==> src/rtl/mem_rr_arbiter.sv <==
`default_nettype none
// ============================================================================
// Module      : mem_rr_arbiter
// Description : Round-robin arbiter that shares one single-port, write-masked
//               SRAM-style memory between PORTS requesters. One registered
//               request slot sits in front of the memory and is presented
//               until the memory accepts it. The one-cycle-late read data or
//               write acknowledge is routed back to the issuing requester.
// Revision    : 1.0 - initial release
// ----------------------------------------------------------------------------
// Ports
//   clk_i            rising-edge clock
//   rst_ni           synchronous active-low reset
//   req_valid_i      per-port request valid                  [PORTS]
//   req_write_i      per-port write flag (1 = write)         [PORTS]
//   req_addr_i       per-port address, port p at [p*ADDR +: ADDR]
//   req_data_i       per-port write data, port p at [p*WIDTH +: WIDTH]
//   req_mask_i       per-port write mask, port p at [p*MASK +: MASK]
//   req_ready_o      one-hot grant                           [PORTS]
//   rsp_valid_o      one-hot completion pulse                [PORTS]
//   rsp_data_o       shared read data, zero unless a read completes
//   mem_enable_o     memory access valid
//   mem_isWrite_o    memory write flag
//   mem_writeMask_o  memory write mask
//   mem_wrData_o     memory write data, zero for reads
//   mem_addr_o       memory address
//   mem_rdData_i     memory read data, valid the cycle after acceptance
//   mem_hold_i       memory stall; presented access not taken while high
// ============================================================================
module mem_rr_arbiter #(
    parameter int PORTS  = 2,
    parameter int WIDTH  = 16,
    parameter int HEIGHT = 16,
    parameter int MASK   = 4,
    parameter int ADDR   = (HEIGHT > 1) ? $clog2(HEIGHT) : 1
) (
    input  logic                   clk_i,
    input  logic                   rst_ni,
    input  logic [PORTS-1:0]       req_valid_i,
    input  logic [PORTS-1:0]       req_write_i,
    input  logic [PORTS*ADDR-1:0]  req_addr_i,
    input  logic [PORTS*WIDTH-1:0] req_data_i,
    input  logic [PORTS*MASK-1:0]  req_mask_i,
    output logic [PORTS-1:0]       req_ready_o,
    output logic [PORTS-1:0]       rsp_valid_o,
    output logic [WIDTH-1:0]       rsp_data_o,
    output logic                   mem_enable_o,
    output logic                   mem_isWrite_o,
    output logic [MASK-1:0]        mem_writeMask_o,
    output logic [WIDTH-1:0]       mem_wrData_o,
    output logic [ADDR-1:0]        mem_addr_o,
    input  logic [WIDTH-1:0]       mem_rdData_i,
    input  logic                   mem_hold_i
);

    // Port index width; PORTS >= 2 so this is at least 1.
    localparam int                c_PW      = $clog2(PORTS);
    localparam logic [c_PW-1:0]   c_LAST    = c_PW'(PORTS - 1);
    localparam logic [c_PW:0]     c_PORTS_W = (c_PW + 1)'(PORTS);
    localparam logic [PORTS-1:0]  c_ONE     = {{(PORTS-1){1'b0}}, 1'b1};

    // ------------------------------------------------------------------------
    // State
    // ------------------------------------------------------------------------
    logic              r_busy;
    logic [c_PW-1:0]   r_owner;
    logic              r_write;
    logic [ADDR-1:0]   r_addr;
    logic [WIDTH-1:0]  r_data;
    logic [MASK-1:0]   r_mask;
    logic [c_PW-1:0]   r_rr_ptr;
    logic              r_rsp_pend;
    logic [c_PW-1:0]   r_rsp_owner;
    logic              r_rsp_write;

    // ------------------------------------------------------------------------
    // Slot handshake
    // ------------------------------------------------------------------------
    logic w_mem_accept;
    logic w_slot_free;

    assign w_mem_accept = r_busy & ~mem_hold_i;
    // A slot being drained this cycle can be refilled in the same cycle,
    // which is what allows one grant per cycle when the memory never stalls.
    assign w_slot_free  = ~r_busy | w_mem_accept;

    // ------------------------------------------------------------------------
    // Round-robin search
    // The valid vector is duplicated and rotated right by the pointer so that
    // a plain lowest-index priority scan over the low PORTS bits visits the
    // ports in the order rr_ptr, rr_ptr+1, ... with wrap-around.
    // ------------------------------------------------------------------------
    logic [2*PORTS-1:0] w_rot;
    logic               w_found;
    logic [c_PW:0]      w_sum;
    logic [c_PW-1:0]    w_winner;
    logic               w_grant;

    assign w_rot = {req_valid_i, req_valid_i} >> r_rr_ptr;

    always_comb begin
        w_found  = 1'b0;
        w_sum    = '0;
        w_winner = '0;
        for (int k = 0; k < PORTS; k++) begin
            if (!w_found && w_rot[k]) begin
                w_found = 1'b1;
                w_sum   = {1'b0, r_rr_ptr} + (c_PW + 1)'(k);
                // Rotation offset plus pointer can exceed PORTS-1 once;
                // fold it back so non-power-of-two PORTS also work.
                if (w_sum >= c_PORTS_W) begin
                    w_sum = w_sum - c_PORTS_W;
                end
                w_winner = w_sum[c_PW-1:0];
            end
        end
    end

    // Reset is synchronous, but the grant is masked while it is asserted so no
    // requester believes it was accepted during the reset cycle.
    assign w_grant     = rst_ni & w_slot_free & w_found;
    assign req_ready_o = w_grant ? (c_ONE << w_winner) : '0;

    // ------------------------------------------------------------------------
    // Winner field select
    // ------------------------------------------------------------------------
    logic              w_sel_write;
    logic [ADDR-1:0]   w_sel_addr;
    logic [WIDTH-1:0]  w_sel_data;
    logic [MASK-1:0]   w_sel_mask;

    always_comb begin
        w_sel_write = 1'b0;
        w_sel_addr  = '0;
        w_sel_data  = '0;
        w_sel_mask  = '0;
        for (int k = 0; k < PORTS; k++) begin
            if (c_PW'(k) == w_winner) begin
                w_sel_write = req_write_i[k];
                w_sel_addr  = req_addr_i[k*ADDR +: ADDR];
                w_sel_data  = req_data_i[k*WIDTH +: WIDTH];
                w_sel_mask  = req_mask_i[k*MASK +: MASK];
            end
        end
    end

    // ------------------------------------------------------------------------
    // Request slot and round-robin pointer
    // With no grant and no acceptance the slot simply keeps its value, which
    // holds every memory output steady across a stall.
    // ------------------------------------------------------------------------
    always_ff @(posedge clk_i) begin
        if (!rst_ni) begin
            r_busy   <= 1'b0;
            r_owner  <= '0;
            r_write  <= 1'b0;
            r_addr   <= '0;
            r_data   <= '0;
            r_mask   <= '0;
            r_rr_ptr <= '0;
        end else if (w_grant) begin
            r_busy   <= 1'b1;
            r_owner  <= w_winner;
            r_write  <= w_sel_write;
            r_addr   <= w_sel_addr;
            r_data   <= w_sel_data;
            r_mask   <= w_sel_mask;
            r_rr_ptr <= (w_winner == c_LAST) ? '0 : w_winner + 1'b1;
        end else if (w_mem_accept) begin
            r_busy   <= 1'b0;
            r_owner  <= '0;
            r_write  <= 1'b0;
            r_addr   <= '0;
            r_data   <= '0;
            r_mask   <= '0;
        end
    end

    // ------------------------------------------------------------------------
    // Response stage: captures who owned the access the memory just took, so
    // the slot is free to be refilled by the same or another port.
    // ------------------------------------------------------------------------
    always_ff @(posedge clk_i) begin
        if (!rst_ni) begin
            r_rsp_pend  <= 1'b0;
            r_rsp_owner <= '0;
            r_rsp_write <= 1'b0;
        end else if (w_mem_accept) begin
            r_rsp_pend  <= 1'b1;
            r_rsp_owner <= r_owner;
            r_rsp_write <= r_write;
        end else begin
            r_rsp_pend  <= 1'b0;
            r_rsp_owner <= '0;
            r_rsp_write <= 1'b0;
        end
    end

    assign rsp_valid_o = r_rsp_pend ? (c_ONE << r_rsp_owner) : '0;
    assign rsp_data_o  = (r_rsp_pend && !r_rsp_write) ? mem_rdData_i : '0;

    // ------------------------------------------------------------------------
    // Memory interface, driven straight from the slot
    // ------------------------------------------------------------------------
    assign mem_enable_o    = r_busy;
    assign mem_isWrite_o   = r_write;
    assign mem_writeMask_o = r_mask;
    assign mem_wrData_o    = r_write ? r_data : '0;
    assign mem_addr_o      = r_addr;

endmodule
`default_nettype wire

==> config.mk <==
export PLATFORM = sky130hd
export DESIGN_NAME = mem_rr_arbiter
export DESIGN_NICKNAME = d
export VERILOG_FILES = /design/src/rtl/mem_rr_arbiter.sv
export SDC_FILE = /design/constraint.sdc
export NUM_CORES = 1
export LEC_CHECK = 0
export BUFFER_PORTS_ARGS = -buffer_cell sky130_fd_sc_hd__buf_2
export CELL_PAD_IN_SITES_DETAIL_PLACEMENT = 0
export CELL_PAD_IN_SITES_GLOBAL_PLACEMENT = 1
export CORE_ASPECT_RATIO = 0.9
export CORE_MARGIN = 2
export CORE_UTILIZATION = 31
export DETAILED_ROUTE_END_ITERATION = 16
export GPL_ROUTABILITY_DRIVEN = 0
export PLACE_DENSITY = 0.84
export SETUP_SLACK_MARGIN = 0.1
export SLEW_MARGIN = 40
export SYNTH_ARGS = -nofsm -noshare
export SYNTH_HDL_FRONTEND = slang
export SYNTH_SLANG_ARGS = --single-unit
export TNS_END_PERCENT = 50
==> constraint.sdc <==
create_clock -name clk_i -period 2.25 [get_ports clk_i]
set_input_delay 0 -clock clk_i [delete_from_list [all_inputs] [get_ports clk_i]]
set_output_delay 0 -clock clk_i [all_outputs]
set_load 0.02 [all_outputs]
==> results.py <==
metrics = {
    "run_status": {
        "status": "finished with violations",
        "violations": "hold timing",
    },
    "detailed_routing": {
        "drt-total-wl_um": 5564,
        "wl_per_cell_um": 14.12,
        "drc_errors": 0,
        "final_antenna_net_count": 0,
        "vias": 2045,
        "drt-initial-drc-count": 106,
        "vias_per_cell": 5.190,
        "firstDrtPassIters": 4,
    },
    "sta": {
        "worst_hold_slack_ns": -0.0006543,
        "clock_skew_ns": 0.004211,
        "fin_tns_setup_ns": 0,
        "hold_viol_final": 1,
        "drv_slew": 0,
        "rsz0062_at_grt": "false",
        "fmaxAchievable_mhz": 616.8,
        "period_needed_ns": 1.621,
        "setup_viol": 0,
        "worst_pin_slew_ns": 0.7248,
        "maxSlewHeadroom_pct": 51.56,
        "period_share_pct": 72.06,
    },
    "power_and_ir_drop": {
        "ir_drop_mv": 0.2813,
        "leakage_uw": 0.001152,
        "pwr_density_cell_mw_per_mm2": 574.2,
    },
    "worst_setup_path": {
        "crit_buf_inv": 1,
        "startpoint_type": "flop",
        "end_kind": "output port",
        "crit_path_max_fanout": 26,
        "cp.arrival_ns": 1.62,
        "path_delay_family": "compound AO/OA/AOI/OAI gates",
        "crit_cells": 3,
        "cpPeakStageDelay_ns": 0.61,
        "worstSetupPathType": "reg -> out",
        "cpMaxStageDelayCell": "a21boi_4",
        "r2r_cells": 4,
        "path_cells": "a21boi_4 -> and2_1 -> buf_2",
        "crit_required_ns": 2.25,
    },
    "cells_and_area": {
        "drive_above_1_share_pct": 41.98,
        "num-nets-final": 394,
        "layout_common_cells": "buf_2, and2_1, dfxtp_1",
        "final_cell_area_mm2": 0.002487,
        "fillers": 610,
        "utilization_pct": 44.45,
        "n_antenna_cell": 0,
        "final_common_cell": "buf_2",
        "syn_to_final_growth_pct": 40.10,
    },
    "yosys": {
        "synth_cells": 213,
        "syn_area_per_cell_um2": 8.335,
        "syn_area_mm2": 0.001775,
        "yosysWarnings": 0,
        "synthTopCellsByArea": "dfxtp_1, a311oi_1, and2_1, nand4_1, a21oi_1",
        "synth_top_cell_by_area": "dfxtp_1",
        "synth_nets": 284,
        "synth_cell_types": 23,
        "ys_seq_elements": 31,
        "yosysSeqAreaShare_pct": 34.95,
        "synth_top_area_share_pct": 34.95,
    },
    "placement": {
        "dp_hpwl_um": 3840,
        "place_area_mm2": 0.002333,
        "place.port_buffers": 116,
    },
    "die": {
        "floorplan.initialDensity_pct": 31.73,
        "row_count": 26,
        "ios": 117,
        "die-area_mm2": 0.006349,
        "die_x_um": 83.77,
        "core_region_area_mm2": 0.005595,
        "fp.dieH_um": 75.80,
    },
    "clock_network": {
        "cts-resized-gates": 0,
        "clkTransAtPathRegs_ns": 0.07,
        "cts_buffers": 5,
        "cts.sinks": 31,
        "h-tree-depth": 2,
        "cts_buffer_depth": 2,
        "cts_tree": "yes",
        "insertion_delay_ns": 0.28,
        "root_buffer": "clkbuf_8",
    },
    "flow_run": {
        "max_cap_viol_count": 0,
    },
    "global_route": {
        "grt_max_degree": 33,
        "grt_usage_pct": 16.43,
        "antenna_found_initial": 0,
        "grt_first_pass_wirelength_um": 8431,
        "gr-total-overflow": 0,
        "grt_pass1_vias": 1794,
    },
    "hold_path": {
        "min_path_type": "in -> reg",
        "hold_depth": 3,
    },
}
Yosys cell counts:
cell type,count
nand4_1,25
nand2b_1,2
nand2_2,1
or3_4,1
buf_4,3
and2_1,36
buf_2,13
nor2_1,2
o21ai_0,1
clkbuf_1,5
nor2b_1,2
a21oi_2,2
nand3_1,26
nand2_1,1
inv_1,1
dfxtp_1,31
o21ai_1,1
a21boi_4,2
o211ai_1,1
a21oi_1,26
a311oi_1,26
buf_6,4
inv_2,1
sequential cells by signal, indices dropped and copies added, names as in the netlist:
| name | cells |
|---|---|
| r_data | 16 |
| mem_isWrite_o | 1 |
| mem_addr_o | 4 |
| r_rsp_pend | 1 |
| mem_writeMask_o | 4 |
| mem_enable_o | 1 |
| r_rsp_write | 1 |
| r_rr_ptr | 1 |
| r_rsp_owner | 1 |
| r_owner | 1 |
where the power goes:
group	total, uW	switching, uW	internal, uW
Sequential	635	35.4	600
Clock	423	206	217
Combinational	370	216	154
Total	1430	458	971
repair_timing:
| item | 4_1_cts | 5_1_grt |
|---|---|---|
| hold buffers | 7 | 0 |
| setup buffers | 0 | 0 |
| hold endpoints to repair | 6 | 0 |
per-layer routing:
layer / GRT usage, % / vias up / routed length, um
met2: 28.00 / 76 / 2671
met4: 3.584 / 0 / 26
met1: 21.79 / 940 / 2491
met3: 3.575 / 5 / 375
met5: 0 / - / 0
li1: - / 1024 / -
worst register-to-register path, stage by stage (launching register included):
cell,delay (ns)
dfxtp_1,0.40
nand2b_1,0.32
buf_4,0.30
nand4_1,0.12
a311oi_1,0.30
stage by stage:
step,hold WS [ns],std cells,power [uW],setup slack [ns]
finish,-0.0006543,394,1428,0.6287
global route,0.007429,394,1502,0.5332
CTS,0.0001507,394,1436,0.6326
detailed placement,0.2733,379,1009,0.7093
global placement,0.2668,379,1006,0.7527
floorplan,0.08588,213,872.6,0.7806
cell type report:
cell class	instances	area (um2)	area share, %
multi-input cells	155	1002	40.29
repair buffers	128	688.2	27.67
flip-flops and latches	31	620.6	24.95
well taps	70	87.58	3.521
clock buffers	7	76.32	3.068
inverters	2	7.507	0.3018
clock inverters	1	5.005	0.2012
cells by family after synthesis:
logic type	count (synthesis)	synth area share, %
simple gates	96	31.85
buf+inv	27	8.949
compound gates	59	24.24
flops	31	34.95
path summary, 6_finish.rpt:
| check | startpoint | end | slack, ns |
|---|---|---|---|
| max | r_rr_ptr$_SDFFE_PN0P_ | req_ready_o[0] | 0.63 |
| min | req_addr_i[2] | mem_addr_o[2]$_SDFFE_PN0P_ | -0.0007 |
| max reg2reg | r_rr_ptr$_SDFFE_PN0P_ | r_data[9]$_SDFFE_PN0P_ | 0.70 |
| min reg2reg | r_owner$_SDFFE_PN0P_ | r_rsp_owner$_SDFF_PN0_ | 0.47 |
No activity file was read; power rests on OpenSTA's default activity.
